===== config.mk =====
export PLATFORM = sky130hd
export DESIGN_NAME = gpr_file_sb
export DESIGN_NICKNAME = d
export VERILOG_FILES = /design/src/rtl/gpr_file_sb.sv
export SDC_FILE = /design/constraint.sdc
export NUM_CORES = 1
export LEC_CHECK = 0
export BUFFER_PORTS_ARGS = -buffer_cell sky130_fd_sc_hd__buf_2
export CAP_MARGIN = 25
export CORE_UTILIZATION = 23
export CTS_CLUSTER_DIAMETER = 60
export CTS_CLUSTER_SIZE = 30
export DETAILED_ROUTE_END_ITERATION = 12
export PLACE_DENSITY_LB_ADDON = 0.3
export SLEW_MARGIN = 5
export SYNTH_ARGS = -nofsm -noshare
export SYNTH_HDL_FRONTEND = slang
export SYNTH_SLANG_ARGS = --single-unit

===== constraint.sdc =====
create_clock -name clk -period 9.4 [get_ports clk]
set_clock_uncertainty 0.15 [all_clocks]
set_input_delay 0.47 -clock clk [delete_from_list [all_inputs] [get_ports clk]]
set_output_delay 0.47 -clock clk [all_outputs]
set_load 0.03 [all_outputs]

===== src/rtl/gpr_file_sb.sv =====
// gpr_file_sb: 2**ADDR_W x DATA_W register file, two async read ports,
// one sync write port and a per-register pending-bit scoreboard.
// Ports: clk, rst_n (async low); wr_en/wr_addr/wr_data write-back;
//   rd_addr_n -> rd_data_n, rd_busy_n (combinational), n = 1,2;
//   sb_set_en/sb_set_addr issue, sb_flush clear-all; busy_count (registered).
// Option: define GPR_BYPASS_EN for write-to-read forwarding.
module gpr_file_sb #(
   parameter int DATA_W   = 16,
   parameter int ADDR_W   = 3,
   parameter int ZERO_REG = 0
) (
   input  logic              clk,
   input  logic              rst_n,
   input  logic              wr_en,
   input  logic [ADDR_W-1:0] wr_addr,
   input  logic [DATA_W-1:0] wr_data,
   input  logic [ADDR_W-1:0] rd_addr_1,
   output logic [DATA_W-1:0] rd_data_1,
   output logic              rd_busy_1,
   input  logic [ADDR_W-1:0] rd_addr_2,
   output logic [DATA_W-1:0] rd_data_2,
   output logic              rd_busy_2,
   input  logic              sb_set_en,
   input  logic [ADDR_W-1:0] sb_set_addr,
   input  logic              sb_flush,
   output logic [ADDR_W:0]   busy_count
);

   localparam int DEPTH = 2**ADDR_W;

   logic [DEPTH-1:0][DATA_W-1:0] regs_q, regs_d;
   logic [DEPTH-1:0]             busy_q, busy_d;
   logic [ADDR_W:0]              busy_count_q, busy_count_d;

   logic wr_ok;
   logic set_ok;

   // Address 0 is hardwired when ZERO_REG is set.
   function automatic logic is_zero(input logic [ADDR_W-1:0] a);
      return (ZERO_REG != 0) && (a == '0);
   endfunction

   assign wr_ok  = wr_en && !is_zero(wr_addr);
   assign set_ok = sb_set_en && !is_zero(sb_set_addr);

   always_comb begin
      regs_d = regs_q;
      if (wr_ok)
         regs_d[wr_addr] = wr_data;
   end

   // Clear on write first, then set on issue, so a same-address
   // issue wins over the write-back; flush overrides both.
   always_comb begin
      busy_d = busy_q;
      if (sb_flush) begin
         busy_d = '0;
      end else begin
         if (wr_ok)
            busy_d[wr_addr] = 1'b0;
         if (set_ok)
            busy_d[sb_set_addr] = 1'b1;
      end
   end

   always_comb begin
      busy_count_d = '0;
      for (int i = 0; i < DEPTH; i++)
         busy_count_d = busy_count_d + (ADDR_W+1)'(busy_d[i]);
   end

   always_ff @(posedge clk or negedge rst_n) begin
      if (!rst_n) begin
         regs_q       <= '0;
         busy_q       <= '0;
         busy_count_q <= '0;
      end else begin
         regs_q       <= regs_d;
         busy_q       <= busy_d;
         busy_count_q <= busy_count_d;
      end
   end

   function automatic logic [DATA_W-1:0] rd_data_f(
      input logic [ADDR_W-1:0] a
   );
      logic [DATA_W-1:0] d;
      d = regs_q[a];
`ifdef GPR_BYPASS_EN
      if (wr_ok && (a == wr_addr))
         d = wr_data;
`endif
      if (is_zero(a))
         d = '0;
      return d;
   endfunction

   function automatic logic rd_busy_f(input logic [ADDR_W-1:0] a);
      logic b;
      b = busy_q[a];
`ifdef GPR_BYPASS_EN
      // A forwarded write retires the producer unless it is re-issued now.
      if (wr_ok && (a == wr_addr))
         b = busy_q[a] && sb_set_en && (sb_set_addr == wr_addr);
`endif
      if (is_zero(a))
         b = 1'b0;
      return b;
   endfunction

   assign rd_data_1  = rd_data_f(rd_addr_1);
   assign rd_busy_1  = rd_busy_f(rd_addr_1);
   assign rd_data_2  = rd_data_f(rd_addr_2);
   assign rd_busy_2  = rd_busy_f(rd_addr_2);
   assign busy_count = busy_count_q;

endmodule


Word level (Yosys, flattened, before mapping)
Cells that the tools add are included.
{ "totals": {"reg_bits": 140, "latchBits": 0, "ramBits": 0, "romBits": 0, "inputBits": 33, "output_inout_bits": 38, "wordCells": 47, "memories": 0} }
{ "op_classes": {"addsub": 7, "mul": 0, "div_mod_pow": 0, "magnitude_cmp": 6, "eq_ne": 0, "n_shift": 0, "n_mux": 19, "bitwise_logic": 3, "reduce_logical": 2} }
{ "ops": {"columns": ["cell", "count"], "rows": [
  ["$bwmux 128", 1],
  ["$bmux 16 s3", 2],
  ["$demux 16 s3", 1],
  ["$mux 16", 3],
  ["$mux 8", 4],
  ["$add 4x1->4", 4],
  ["$lt 3x4->1 const B", 4],
  ["$and 8x8->8", 1],
  ["$not 8->8", 1],
  ["$or 8x8->8", 1],
  ["$bmux 1 s3", 2],
  ["$demux 1 s3", 2],
  ["$ge 3x1->1 const B", 2],
  ["$add 3x1->4", 1],
  ["$mux 1", 4],
  ["$add 2x1->3", 1],
  ["$add 1x1->2", 1],
  ["$logic_and 1x1->1", 2]
]} }

Logic depth before layout (Yosys ltp)
Gate-level depths: netlist of run 1.
{ "logic_depth": {"depth_word": 18, "ltp_mapped": 15, "ltp_nobuf": 12} }

Worst setup path after synthesis of run 1
OpenSTA, ideal clock, no wires.
{ "synth_timing": {"kind": "input to register", "start": "input port wr_addr[1]", "end": "register busy_count_q[2], in the netlist busy_count[2]", "setup_time_ps": 123, "t_arrival_ps": 3698, "required_ps": 9127, "path_slack_ps": 5430, "cell_stages": 15, "path_buffers": 3, "path_cell_list": "buf_4 > nor4bb_1 > buf_2 > buf_4 > o32a_1 > nor2_1 > fa_1 > inv_1 > fa_1 > inv_1 > fa_1 > ha_1 > inv_1 > fa_1 > xnor2_1"} }
{ "synth_between": {"elab_chain_cells": 18, "elab_cells_between_ends": 19, "cone_classes": "add/sub (7); order compare (2); mux (6); bitwise (3); reduce/logical (1)"} }
{ "synth_lines": {"columns": ["item", "line_no", "text"], "rows": [
  ["from (decl)", "15", "input logic [ADDR_W-1:0] wr_addr,"],
  ["$lt 3x4->1 (implied by the code) or $ge 3x1->1 (tied branches)", "60", "busy_d[wr_addr] = 1'b0;"],
  ["$logic_and 1x1->1 (implied by the code)", "60", null],
  ["$mux 1 (implied by the code)", "60", null],
  ["$demux 1 s3 *", "60", null],
  ["$not 8->8 (no source line) *", null, null],
  ["$and 8x8->8 (no source line) *", null, null],
  ["$mux 8 *", "59", "if (wr_ok)"],
  ["$mux 8 *", "56", "if (sb_flush) begin"],
  ["$or 8x8->8 (no source line)", null, null],
  ["$mux 8 *", "61", "if (set_ok)"],
  ["$mux 8 *", "56", null],
  ["named net busy_d[1]", "32", "logic [DEPTH-1:0] busy_q, busy_d;"],
  ["$add 1x1->2 *", "69", "busy_count_d = busy_count_d + (ADDR_W+1)'(busy_d[i]);"],
  ["$add 2x1->3 *", "69", null],
  ["$add 3x1->4 *", "69", null],
  ["$add 4x1->4 * (4 in a row)", "69", null],
  ["named net busy_count_d[2]", "33", "logic [ADDR_W:0] busy_count_q, busy_count_d;"],
  ["to (signal assigned)", "80", "busy_count_q <= busy_count_d;"],
  ["to (decl)", "33", null]
]} }
The timed path passes the listed nets; every way through them passes the cells marked *. The select of a mux whose other input is x is not followed.
A chain may end at the register's enable or synchronous reset.

Worst setup path in the final report of run 1
{ "layout_timing": {"start": "input port wr_en", "end": "register busy_count_q[2], in the netlist busy_count[2]"} }
{ "layout_between": {"elab_chain_cells": 12} }
{ "layout_lines": {"columns": ["item", "line_no", "text"], "rows": [
  ["from (decl)", "14", "input logic wr_en,"],
  ["$mux 8 *", "59", null],
  ["$mux 8 *", "56", null],
  ["$or 8x8->8 (no source line)", null, null],
  ["$mux 8 *", "61", null],
  ["$mux 8 *", "56", null],
  ["named net busy_d[1]", "32", null],
  ["$add 1x1->2 *", "69", null],
  ["$add 2x1->3 *", "69", null],
  ["$add 3x1->4 *", "69", null],
  ["$add 4x1->4 * (4 in a row)", "69", null],
  ["named net busy_count_d[2]", "33", null]
]} }
Marks and branches as above.

==> results of run 1 <==
==> logic make-up after synthesis <==
| group | synth area share |
|---|---|
| muxes | 0.462 |
| DFF | 0.448 |
| buffers and inverters | 0.0376 |
| and+or+nand+nor | 0.0274 |
| AOI/OAI and AO/OA | 0.00880 |
| adders and majority gates | 0.0150 |
| xor gates and xnor gates | 0.00112 |
==> stage by stage <==
step | cell area, um2 | hold WS, ns | power (mW) | setup WS [ns]
floorplan | 7820 | 0.0244 | 1.18 | 5.43
global placement | 8560 | 0.344 | 1.32 | 5.26
detailed placement | 8560 | 0.355 | 1.35 | 5.19
CTS | 9160 | 0.178 | 2.02 | 5.63
global route | 9180 | 0.213 | 2.09 | 5.45
finish | 9180 | 0.197 | 1.99 | 5.66
==> sequential cells by signal, summed over array words and instances (netlist names) <==
register	cells
busy_count	4
busy_q	8
regs_q	128
==> power breakdown <==
| part | switching [mW] | internal [mW] | total (mW) |
|---|---|---|---|
| clock | 0.253 | 0.410 | 0.663 |
| sequential | 0.0852 | 0.728 | 0.813 |
| combinational | 0.244 | 0.275 | 0.519 |
==> worst register-to-register path, cell delays in order, from the launching register on <==
cell     delay [ns]
dfrtp_1        0.38
inv_1          0.05
o32a_1         0.11
nor2_1         0.06
fa_1           0.54
inv_1          0.05
fa_1           0.47
inv_1          0.05
fa_1           0.48
ha_1           0.16
inv_1          0.06
fa_1           0.38
xnor2_1        0.14
==> area by class of cell <==
type                    count  area, um2
fillers                  3350      24300
clock inverters            10        115
repair buffers             82        469
inverters                   8       30.0
well taps                 448        561
flip-flops and latches    140       3500
clock buffers              21        470
multi-input cells         277       4040
==> final timing paths <==
path / startpoint / endpoint / cells after the start
setup reg to reg: busy_q[1] / busy_count[2] / 12
max in group asynchronous: rst_n / regs_q[37] / 4
setup / recovery: wr_en / busy_count[2] / 14
hold / removal: sb_flush / busy_q[5] / 2
hold reg to reg: regs_q[65] / regs_q[65] / 1
min in group asynchronous: rst_n / regs_q[52] / 2
==> cells in the mapped netlist (2+ instances only) <==
cell type / n
mux2_2: 152
dfrtp_1: 140
mux4_1: 58
buf_2: 11
mux2_4: 10
mux4_2: 10
buf_6: 8
clkbuf_1: 8
inv_1: 8
a21oi_1: 7
nand2_1: 7
buf_4: 6
fa_1: 4
nor2b_1: 4
ha_1: 3
nand2b_1: 3
nand4b_2: 3
nor2_1: 3
a21o_1: 2
and4bb_2: 2
buf_12: 2
nand3_1: 2
==> metal layers <==
metal,vias to the layer above,part of all wire,GRT usage
met4,0,0.013,0.0331
met3,23,0.022,0.0213
met1,2457,0.45,0.152
met5,-,0,0
li1,1966,-,-
met2,76,0.52,0.209
==> impl_results.md, run 1 <==
- P_leak: 3.96 nW
- Total GRT Usage: 0.120
- CP Launch Type: primary input
- Mapped Cells: 461
- Antenna diodes: 0
- Req. time, crit path: 9.55 ns
- Critical path buffers and inverters: 5
- Num rows: 67
- Post-Syn Area per Cell: 17.0 um2
- Headroom to the max-slew limit: 0.328
- Grt total ovfl: 0
- Htree depth: 4
- Crit-path max cell delay: 0.54 ns
- Die Y-Extent: 186 um
- Synthesis-stage register bit count: 140
- Post-route insts no fill: 986
- Port buffer count: 70
- Register area share after synthesis: 0.448
- RSZ-0062 raised after global routing: false
- Clock buffer depth: 2
- # clock sinks: 140
- Yosys top cell by area: dfrtp_1
- Post-route setup TNS: 0 ns
- Slew Viols, Final: 0
- Final cycle utilization of the critical path: 0.398
- Min Tclk post-route: 3.74 ns
- Most common cell after layout, fill and taps aside: mux2_2
- Worst-Skew Late Latency: 0.41 ns
- Synth-to-Final Area Change: 17.5%
- Crit-path cells: buf_2, nor4bb_4, buf_4, o32a_1, nor2_1, fa_1, inv_1, fa_1, inv_1, fa_1, ha_1, inv_1, fa_1, xnor2_1
- HP Class: in2reg
- CP Max Fanout: 17
- Max_cap viols: 0
- Synth top area share: 0.448
- WL per Instance: 20.4 um
- Die Footprint: 34700 um2
- CTS buffer count: 17
- Starting DRT DRC Count: 121
- Die Wd: 186 um
- Gp weighted congestion: 0.752
- Reg2reg setup slack: 6.20 ns
- Fin. Hold Viols: 0
- Netlist cell types: 30
- Slowest cell on the critical path: fa_1
- CTS tree: done
- Most frequent cells in the layout: mux2_2, dfrtp_1, buf_2, mux4_1, clkbuf_16
- Fmax: 267 MHz
- Detailed placement HPWL: 12600 um
- I/O Pins: 71
- Status: complete, no violations
- Antenna violations before repair: 0
- Synth Flop Type: dfrtp_1
- Post-CTS Setup Bufs: 0
- Core area: 33400 um2
- Yosys warning total: 0
- Post-synth EDFFs: 0
- Number of global-route vias before repair: 5134
- Routed via count: 4522
- Reg clk slew, reported paths: 0.06 ns
- Cts repair resizes: 0
- DR DRC count: 0
- Fraction of final layout cells sized beyond drive strength 1: 0.541
- # setup viols final: 0
- Number of hold buffers added after CTS: 1
- Tightest Pin Transition: 1.01 ns
- Final core utilization: 0.275
- Synthesized area: 7820 um2
- Routed WL: 20100 um
- Top delay family on crit path: adder cells
- Synth area leaders: dfrtp_1, mux2_2, mux4_1
- CP endpoint kind: flop
- Crit path DAT: 3.89 ns
- P per Cell Area: 217 nW/um2
- Initial Utilization: 0.234
- Worst IR Drop VDD: 0.000118 V
- Largest net degree at the start of global routing: 76
- First-pass GRT wire length: 31500 um
- Mapped Nets: 501
- Ys async rst share: 1.00
- WS Path Type: in2reg
- Nets: 566
- Antenna viol nets, final: 0
- DP Cell Count: 953
- Drt pass-1 iters: 4
- Via density: 4.59
- CTS root buffer: clkbuf_16
- Most used cell, CP: fa_1
(Power assumes the default switching activity.)
==> inputs of run 2 (changes only) <==
==> constraint.sdc (replaced) <==
create_clock -name clk -period 3.02 [get_ports clk]
set_clock_uncertainty 0.15 [all_clocks]
set_input_delay 0.151 -clock clk [delete_from_list [all_inputs] [get_ports clk]]
set_output_delay 0.151 -clock clk [all_outputs]
set_load 0.03 [all_outputs]
==> impl_results.md, run 2 (synthesized netlist as in run 1, its figures left out) <==
- RSZ-0062 raised after global routing: true
- Worst-Skew Late Latency: 0.41 ns
- Largest net degree at the start of global routing: 86
- Worst Reg2Reg Path Length in Cells: 11
- Min Tclk post-route: 3.21 ns
- Fmax: 312 MHz
- CP Launch Type: flop
- Status: finished with violations
- Crit path DAT: 3.37 ns
- CTS root buffer: clkbuf_16
- Final WS setup: -0.189 ns
- Worst reg2reg path endpoint: busy_count[1]
- Slowest cell on the critical path: fa_1
- CP endpoint kind: flop
- Die Y-Extent: 186 um
- Crit-path max cell delay: 0.53 ns
- DR DRC count: 0
- Antenna violations before repair: 1
- Core area: 33400 um2
- Final cycle utilization of the critical path: 1.06
- Most common cell after layout, fill and taps aside: mux2_2
- Die Wd: 186 um
- Fillcell total: 3360
- Total GRT Usage: 0.126
- Number of global-route vias before repair: 5273
- Headroom to the max-slew limit: 0.442
- Req. time, crit path: 3.18 ns
- Routed WL: 21300 um
- Max reg flops: 128
- Via density: 4.63
- CP Max Fanout: 2
- Grt total ovfl: 0
- Starting DRT DRC Count: 246
- I/O Pins: 71
- CTS tree: done
- Drt pass-1 iters: 6
- Reg2reg setup slack: -0.19 ns
- # setup viols final: 2
- Setup crit start: busy_q[3]
- CTS buffer count: 17
- Post-route insts no fill: 1027
- Violated checks: negative setup slack
- HP Class: in2reg
- DP Cell Count: 972
- # clock sinks: 140
- Most frequent cells in the layout: mux2_2, dfrtp_1, buf_2, mux4_1, buf_4
- Clock buffer depth: 2
- Fin. Hold Viols: 0
- Reg with most FFs: regs_q
- P_leak: 4.17 nW
- Detailed placement HPWL: 14100 um
- Gp weighted congestion: 0.769
- Crit-path cells: a32oi_1, nor2_2, fa_1, inv_1, fa_1, inv_1, fa_1, ha_4, inv_2, fa_2, inv_1
- Tightest Pin Transition: 0.836 ns
- Slew Viols, Final: 0
- Htree depth: 4
- Fraction of final layout cells sized beyond drive strength 1: 0.543
- WS Path Type: reg2reg
- Initial Utilization: 0.234
- Pwr Total: 6.23 mW
- Max_cap viols: 0
- Top delay family on crit path: adder cells
- P per Cell Area: 648 nW/um2
- Port buffer count: 70
- Worst IR Drop VDD: 0.000370 V
- WL per Instance: 20.8 um
- Num rows: 67
- Final core utilization: 0.287
- Antenna viol nets, final: 0
- WHS Path Cells: 4
- Critical path buffers and inverters: 4
- Setup crit end: busy_count[1]
- Nets: 608
- Worst path depth: 11
- FF-to-FF Start: busy_q[3]
- Routed via count: 4751
- Die Footprint: 34700 um2
- Reg clk slew, reported paths: 0.06 ns
- Synth-to-Final Area Change: 22.9%
- First-pass GRT wire length: 32600 um
run 2: tightest hold or removal path, cell delays in order:
cell and delay (ns):
buf_2 0.11, buf_4 0.14, nand3_1 0.08, a21oi_1 0.07
run 2: worst min path at each step:
| stage | start | end | slack, ns |
|---|---|---|---|
| 2_1_floorplan | rst_n | busy_count[0] | -0.29 |
| 3_3_place_gp | rst_n | regs_q[6] | 0.10 |
| 3_5_place_dp | rst_n | regs_q[22] | 0.12 |
| 4_1_cts | sb_set_addr[1] | busy_q[6] | 0.02 |
| 5_1_grt | sb_set_addr[2] | busy_q[6] | 0.08 |
| 6_report | sb_set_addr[1] | busy_q[6] | 0.04 |
run 2: routing by layer:
layer | part of all wire | GRT usage | up-vias
li1 | - | - | 2061
met1 | 0.44 | 0.158 | 2562
met2 | 0.51 | 0.220 | 116
met3 | 0.032 | 0.0286 | 12
met4 | 0.0091 | 0.0302 | 0
met5 | 0 | 0 | -
run 2: final cells by class:
type	count	area (um2)	area share
Multi-Input combinational cell	277	4060	0.423
Sequential cell	140	3500	0.365
Timing Repair Buffer	124	870	0.0905
Tap cell	448	561	0.0584
Clock buffer	22	484	0.0504
Clock inverter	7	90.1	0.00938
Inverter	8	30.0	0.00313
Antenna cell	1	2.50	0.000261
run 2: power by group:
| part | total [mW] | switching (mW) | internal (mW) | leakage, nW |
|---|---|---|---|---|
| Sequential | 2.53 | 0.260 | 2.27 | 1.70 |
| Clock | 2.04 | 0.751 | 1.28 | 0.280 |
| Combinational | 1.66 | 0.769 | 0.894 | 2.19 |
run 2: per-stage QoR:
stage	hold slack, ns	TNS (ns)	setup slack, ns	area (um2)
after global routing	0.0792	-0.525	-0.302	9600
after floorplan	-0.295	-1.21	-0.541	7870
final	0.0384	-0.292	-0.189	9600
after global placement	0.104	-1.08	-0.513	8780
after CTS	0.0250	-0.321	-0.203	9590
after detailed placement	0.123	-1.14	-0.525	8780
run 2: what timing repair did:
item / 4_1_cts / 5_1_grt
hold buffers: 23 / 0
setup endpoints to repair: 2 / 2
pin swaps: 1 / 0
resized for setup: 1 / 0
setup buffers: 1 / 1
gates cloned: 0 / 0
endpoints found under the hold margin: 219 / 0
==> inputs of run 3 (changes only) <==
--- a/config.mk
+++ b/config.mk
@@ -7,7 +7,7 @@
 export LEC_CHECK = 0
 export BUFFER_PORTS_ARGS = -buffer_cell sky130_fd_sc_hd__buf_2
 export CAP_MARGIN = 25
-export CORE_UTILIZATION = 23
+export CORE_UTILIZATION = 54
 export CTS_CLUSTER_DIAMETER = 60
 export CTS_CLUSTER_SIZE = 30
 export DETAILED_ROUTE_END_ITERATION = 12
==> impl_results.md, run 3 (synthesized netlist as in run 1, its figures left out) <==
- Status: finished with violations
- Violated checks: negative setup slack
- Die Wd: 122 um
- Drt pass-1 iters: 4
- Antenna violations before repair: 0
- Most frequent cells in the layout: mux2_2, dfrtp_1, buf_2, mux4_1, buf_4
- CP endpoint kind: flop
- # setup viols final: 2
- Num rows: 43
- Number of global-route vias before repair: 5107
- Htree depth: 4
- CTS tree: done
- Initial Utilization: 0.559
- P_leak: 4.20 nW
- HP Class: in2reg
- # clock sinks: 140
- Max reg flops: 128
- I/O Pins: 71
- Tightest Pin Transition: 0.665 ns
- Fin. Hold Viols: 0
- CP Launch Type: flop
- Max_cap viols: 0
- Req. time, crit path: 3.19 ns
- Post-route setup TNS: -0.408 ns
- Die Y-Extent: 122 um
- First-pass GRT wire length: 27600 um
- Grt total ovfl: 0
- Fraction of final layout cells sized beyond drive strength 1: 0.549
- DR DRC count: 0
- Antenna viol nets, final: 0
- Antenna diodes: 0
- Hold WS: 0.0782 ns
- P per Cell Area: 666 nW/um2
- Crit path DAT: 3.42 ns
- Fillcell total: 967
- Gp weighted congestion: 0.858
- Die Footprint: 15000 um2
- WL per Instance: 22.9 um
- Fmax: 307 MHz
- Slew Viols, Final: 0
- CTS root buffer: clkbuf_16
- Most common cell after layout, fill and taps aside: mux2_2
- Worst IR Drop VDD: 0.000434 V
- Synth-to-Final Area Change: 19.1%
- Final WS setup: -0.236 ns
- CP Max Fanout: 2
- Reg area: 3500 um2
- Final cycle utilization of the critical path: 1.08
- Headroom to the max-slew limit: 0.557
- Largest net degree at the start of global routing: 73
- Multi-input logic area: 4080 um2
- WS Path Type: reg2reg
- Reg clk slew, reported paths: 0.06 ns
- CTS buffer count: 17
- Reg with most FFs: regs_q
- Total GRT Usage: 0.253
- Pwr Total: 6.21 mW
- Worst-Skew Late Latency: 0.42 ns
- Port buffer count: 70
- Via density: 6.16
- Nets: 612
- Clock buffer depth: 2
- Routed via count: 4713
- Routed WL: 17500 um
- Place WS: -0.490 ns
- RSZ-0062 raised after global routing: true
- Core area: 14000 um2
- Starting DRT DRC Count: 213
- Min Tclk post-route: 3.26 ns
- Detailed placement HPWL: 10900 um
run 3: cell types whose count changed in the layout (fill, tap and decap cells not counted), sizes merged:
| cell | previous run | this run |
|---|---|---|
| dlygate4sd3 | 23 | 27 |
| clkinv | 3 | 8 |
| clkbuf | 22 | 19 |
| bufinv | 2 | 3 |
| diode | 1 | 0 |
run 3: per-layer routing:
layer | up-vias | GRT usage | wire, um | part of all wire
met3 | 20 | 0.0595 | 877 | 0.050
met4 | 0 | 0.0915 | 300 | 0.017
met1 | 2519 | 0.315 | 7300 | 0.42
li1 | 2064 | - | - | -
met2 | 110 | 0.432 | 9020 | 0.52
met5 | - | 0 | 0 | 0
run 3: where the power goes:
part	switching, mW	leakage [nW]	internal [mW]
Sequential	0.259	1.70	2.27
Combinational	0.719	2.21	0.891
Clock	0.763	0.292	1.31
run 3: path summary, 6_finish.rpt:
kind                           startpoint  slack [ns]  cells past startpoint            end
setup / recovery                busy_q[3]       -0.24                     11  busy_count[1]
hold / removal             sb_set_addr[0]        0.08                      4      busy_q[3]
setup reg to reg                busy_q[3]       -0.24                     11  busy_count[1]
hold reg to reg                regs_q[24]        0.36                      1     regs_q[24]
max in group asynchronous           rst_n        1.75                      3     regs_q[27]
min in group asynchronous           rst_n        0.15                      2     regs_q[86]
run 3: per-stage QoR:
| step | cells | utilization | cell area (um2) |
|---|---|---|---|
| 3_3_place_gp | 705 | 0.602 | 8430 |
| 6_report | 765 | 0.666 | 9310 |
| 5_1_grt | 765 | 0.666 | 9310 |
| 2_1_floorplan | 461 | - | 7870 |
| 4_1_cts | 765 | 0.665 | 9300 |
| 3_5_place_dp | 705 | 0.602 | 8430 |
run 3: area by class of cell:
class / instances / area share
multi-input combinational: 277 / 0.438
sequential: 140 / 0.376
timing repair buffer: 128 / 0.0950
clock buffer: 19 / 0.0476
tap: 180 / 0.0242
clock inverter: 13 / 0.0160
inverter: 8 / 0.00322
run 3: what timing repair did:
action | 4_1_cts | 5_1_grt
gates resized for setup | 1 | 4
setup endpoints to repair | 2 | 2
setup buffers | 1 | 0
hold buffers | 27 | 0
hold endpoints to repair | 204 | 0
run 3: critical path, stage by stage, from the launching register on:
cell and delay [ns]:
dfrtp_1 0.40, a32oi_2 0.19, nor2_2 0.07, fa_1 0.54
inv_2 0.04, fa_1 0.47, inv_1 0.05, fa_1 0.52
ha_4 0.14, inv_2 0.03, fa_2 0.52, inv_2 0.03
